$ cat src/rtl/deshifter8.sv
// Serial-in/parallel-out receiver with a one-entry valid/ready output buffer.
// Define DESHIFT8_PARITY_EN to add an even-parity bit per frame and the parity_err output.
module deshifter8 #(
  parameter int WIDTH     = 8,
  parameter bit MSB_FIRST = 1'b1,
  localparam int CW       = $clog2(WIDTH + 1)
) (
  input  logic             clk,
  input  logic             reset,
  input  logic             clear,
  input  logic             s_valid,
  input  logic             s_in,
  input  logic             d_ready,
  output logic             d_valid,
  output logic [WIDTH-1:0] d_out,
  output logic [CW-1:0]    bit_cnt,
  output logic             overflow
`ifdef DESHIFT8_PARITY_EN
  ,
  output logic             parity_err
`endif
);

  logic [WIDTH-1:0] sr;
  logic [WIDTH-1:0] sr_shift;
  logic [WIDTH-1:0] word;
  logic             in_data;
  logic             last_data;
  logic             complete;
  logic             accept;

`ifdef DESHIFT8_PARITY_EN
  typedef enum logic {DATA, PAR} state_t;
  state_t state;
  logic   perr_calc;

  assign in_data   = (state == DATA);
  // The data word is already complete in sr while the parity bit arrives.
  assign complete  = s_valid && (state == PAR);
  assign word      = sr;
  assign perr_calc = (^sr) ^ s_in;
`else
  assign in_data   = 1'b1;
  assign complete  = last_data;
  assign word      = sr_shift;
`endif

  always_comb begin
    sr_shift = sr;
    if (MSB_FIRST)
      sr_shift = {sr[WIDTH-2:0], s_in};
    else
      sr_shift = {s_in, sr[WIDTH-1:1]};
  end

  assign last_data = s_valid && in_data && (bit_cnt == CW'(WIDTH - 1));
  // A completed word fits if the buffer is empty or is drained this same cycle.
  assign accept    = complete && (!d_valid || d_ready);

  always_ff @(posedge clk) begin
    if (reset || clear) begin
      sr       <= '0;
      bit_cnt  <= '0;
      d_out    <= '0;
      d_valid  <= 1'b0;
      overflow <= 1'b0;
`ifdef DESHIFT8_PARITY_EN
      state      <= DATA;
      parity_err <= 1'b0;
`endif
    end else begin
      if (s_valid) begin
`ifdef DESHIFT8_PARITY_EN
        if (state == DATA) begin
          sr <= sr_shift;
          if (last_data) begin
            state   <= PAR;
            bit_cnt <= CW'(WIDTH);
          end else begin
            bit_cnt <= bit_cnt + CW'(1);
          end
        end else begin
          state   <= DATA;
          bit_cnt <= '0;
        end
`else
        sr      <= sr_shift;
        bit_cnt <= last_data ? '0 : bit_cnt + CW'(1);
`endif
      end

      if (complete) begin
        if (accept) begin
          d_out   <= word;
          d_valid <= 1'b1;
`ifdef DESHIFT8_PARITY_EN
          parity_err <= perr_calc;
`endif
        end else begin
          overflow <= 1'b1;
        end
      end else if (d_valid && d_ready) begin
        d_valid <= 1'b0;
`ifdef DESHIFT8_PARITY_EN
        parity_err <= 1'b0;
`endif
      end
    end
  end

endmodule
$ cat config.mk
export PLATFORM = sky130hd
export DESIGN_NAME = deshifter8
export DESIGN_NICKNAME = d
export VERILOG_FILES = /design/src/rtl/deshifter8.sv
export SDC_FILE = /design/constraint.sdc
export NUM_CORES = 1
export LEC_CHECK = 0
export ABC_AREA = 1
export CAP_MARGIN = 5
export CORE_ASPECT_RATIO = 0.8
export CORE_MARGIN = 4
export CORE_UTILIZATION = 30
export CTS_CLUSTER_SIZE = 14
export DETAILED_ROUTE_END_ITERATION = 10
export GPL_TIMING_DRIVEN = 0
export MAX_ROUTING_LAYER = met4
export PLACE_DENSITY = 0.65
export SETUP_SLACK_MARGIN = 0.4
export SYNTH_ARGS = -nofsm -noshare
export SYNTH_HDL_FRONTEND = slang
export SYNTH_SLANG_ARGS = --single-unit
$ cat constraint.sdc
create_clock -name clk -period 1 [get_ports clk]
set_input_delay 0.1 -clock clk [delete_from_list [all_inputs] [get_ports clk]]
set_output_delay 0.1 -clock clk [all_outputs]
set_load 0.01 [all_outputs]
==> impl_metrics.yaml, run 1 <==
clock_tree:
  cts.clk_slew.worst_paths_ns: 0.08
  cts_tree: "yes"
  cts_root_buf: "clkbuf_8"
  clock_latency_ns: 0.27
  postCtsHoldBufs: 0
  clock_path_buffers: 2
  cts_max_level: 1
  cts_buffers: 3
  cts.sinks: 21
detailed_routing:
  viasPerCell: 4.47
  route.antenna.remaining_nets: 0
  drt_pass1_iterations: 4
  vias: 885
  drc: 0
  first_iter_violations: 19
  wl_per_cell_um: 10.4
  routed_wirelength_um: 2060
final_layout:
  stdcell_count: 198
  nets: 168
  syn_to_final_growth_pct: 57.2
  antenna_cells: 0
  drive_above_1_share: 0.456
  nFillCells: 275
synth:
  syn_inst: 128
  synth_edf_count: 0
  synth_top_area_frac: 0.455
  yosys-top-cells-area: "dfxtp_1 (45%), inv_1 (11%), nand2_1 (8.9%)"
  synth.avg_cell_area_um2: 7.22
  yosysSeqAreaShare: 0.455
  synth_nets: 135
  synth_top_cells_by_count: "inv_1 (28), nand2_1 (22), dfxtp_1 (21)"
  yosysUniqueCellTypes: 18
  synth.most_common_cell: "inv_1"
  netlist_area_um2: 925
  synth_top_area_cell: "dfxtp_1"
  synth-main-ff-cell: "dfxtp_1"
  synth-seq-cells: 21
  ys_warn_count: 0
  postSynth.asyncResetShare: 0
floorplanning:
  die_w_um: 70.1
  die_h_um: 57.7
  num_io_pins: 20
  core-area_um2: 2850
  initial_utilization: 0.324
  die_area_um2: 4040
  row_count: 17
global_routing:
  grt_pass1_vias: 798
  antenna_found_initial: 0
  grt_first_pass_wirelength_um: 3480
  grt_max_degree: 13
  overflow: 0
  grtUsageTotal: 0.112
placed_design:
  place_inst: 184
  dp_hpwl_um: 1380
  io_buffers: 18
  gp_congestion: 0.793
power_and_ir_drop:
  swShare: 0.236
  pwr-share-comb: 0.086
  irDropWorstVdd_uv: 742
  p_int_mw: 1.19
  power.density_nw_per_um2: 1070
  p_clk_frac: 0.366
  p_sw_uw: 365
  power_frac_seq: 0.548
  p_leak_nw: 0.605
critical_path:
  reg2reg_from: "bit_cnt[0]"
  cp-startpoint: "bit_cnt[0]"
  worstPathRequired_ns: 1.16
  crit_path_max_fanout: 8
  endpoint_kind: "flip-flop"
  crit_arrival_ns: 1.26
  crit_path_start_kind: "flip-flop"
  setup.worst_path.class: "reg2reg"
run:
  maxCapViolCount: 0
timing:
  post-route-min-period_ns: 1.09
  fmax_ghz: 0.916
  finalCritPeriodShare: 1.09
  relSlewSlack: 0.875
  final_max_slew_viol_count: 0
  hold_slack_ns: 0.172
  worst_pin_slew_ns: 0.186
  skew_ns: 0.00421
  rsz0062_at_grt: "yes"
  fin_ws_ns: -0.0912
  setup-violations-final: 9
  tns_ns: -0.719
  hold_viol: 0
hold_path:
  hp-start: "s_valid"
  worstHoldPathType: "in2reg"
status:
  violations: "negative setup slack"
  status: "complete, but fails checks"
## flip-flops by register name, summed over array words and instances, names as in the netlist
| register | count |
|---|---|
| overflow | 1 |
| d_out | 8 |
| sr | 7 |
| bit_cnt | 4 |
| d_valid | 1 |
## path summary, 6_finish.rpt
path                                  to  slack [ns]  depth (start not counted)
worst max-delay path            d_out[0]       -0.09                          7
worst min register to register     sr[5]        0.47                          2
worst min-delay path               sr[0]        0.17                          3
worst max register to register  d_out[0]       -0.09                          7
## layout by cell type, fill, tap and decap left out
master           count
a21oi_1             11
a21oi_2              1
buf_12               1
buf_2                2
buf_4                6
buf_6               20
clkbuf_8             3
clkdlybuf4s50_1      2
clkinv_2             1
clkinv_4             1
dfxtp_1              7
dfxtp_2             10
dfxtp_4              4
dlymetal6s2s_1       2
ha_4                 1
inv_1               28
inv_2                2
nand2_1             16
nand2_2              5
nand2_4              2
nand3_1              1
nand3_2              8
nand3_4              1
nand3b_1             1
nor2_1               9
nor2_2               1
nor2_4               3
nor3_1               1
o21ai_0              7
o21ai_1              2
o21ai_2              1
## per-stage QoR
step                utilization  instance area, um2  setup slack (ns)  power, mW
detailed placement        0.416                1190            -0.220      0.976
floorplan                     -                 958            0.0177      0.938
global route              0.510                1450            -0.148       1.61
CTS                       0.464                1320           -0.0519       1.55
finish                    0.510                1450           -0.0912       1.55
global placement          0.416                1190            -0.203      0.974
## cells by family (layout without fill, tap and decap cells)
| kind of cell | count (synthesis) | count (layout) | synth area share |
|---|---|---|---|
| flip-flops | 21 | 21 | 0.455 |
| AND/OR/NAND/NOR | 48 | 48 | 0.252 |
| AO/OA/AOI/OAI | 22 | 22 | 0.119 |
| buffers and inverters | 36 | 68 | 0.161 |
| adder cells (fa/ha/maj) | 1 | 1 | 0.0135 |
## worst max-delay path, stage by stage, from the launching register on
cell and delay [ns]:
dfxtp_4 0.36, ha_4 0.13, nand2_4 0.06, nor2_4 0.13
buf_12 0.14, nand3_2 0.07, nand2_2 0.05, nor2_1 0.04
## power groups by stage
stage                     logic (mW)  clock network [mW]  registers, mW
after global routing           0.150               0.608          0.851
after floorplan               0.0623                   0          0.876
final                          0.134               0.568          0.849
after CTS                      0.118               0.585          0.851
after global placement        0.0985                   0          0.875
after detailed placement       0.100                   0          0.876
## cell type report
cell class,instances,area [um2],share of cell area
inverter,31,121,0.0835
multi-input combinational,71,445,0.306
clock inverter,1,5.00,0.00344
buffer,5,52.6,0.0361
clock buffer,3,41.3,0.0284
sequential,21,448,0.308
timing repair buffer,28,293,0.201
tap,38,47.5,0.0327
## what timing repair did
action                     in CTS  in global routing
pin swaps                       2                 13
buffers inserted                4                  4
setup endpoints to repair      35                 35
gates resized for setup        83                 31
cloned                          2                  0
## per-layer routing
layer | up-vias | track usage | share of wire
met5 | - | - | 0
met4 | 0 | 0.0492 | 0.017
met3 | 4 | 0.0347 | 0.050
met2 | 22 | 0.179 | 0.46
met1 | 409 | 0.132 | 0.47
li1 | 450 | - | -
Note: power is estimated with default switching activity, not from simulation.
==> run 2, diff against run 1 <==
--- a/config.mk
+++ b/config.mk
@@ -6,7 +6,6 @@
 export NUM_CORES = 1
 export LEC_CHECK = 0
 export ABC_AREA = 1
-export CAP_MARGIN = 5
 export CORE_ASPECT_RATIO = 0.8
 export CORE_MARGIN = 4
 export CORE_UTILIZATION = 30
==> results of run 2 <==
The final DEF is identical to that of run 1; final timing and power are the same.
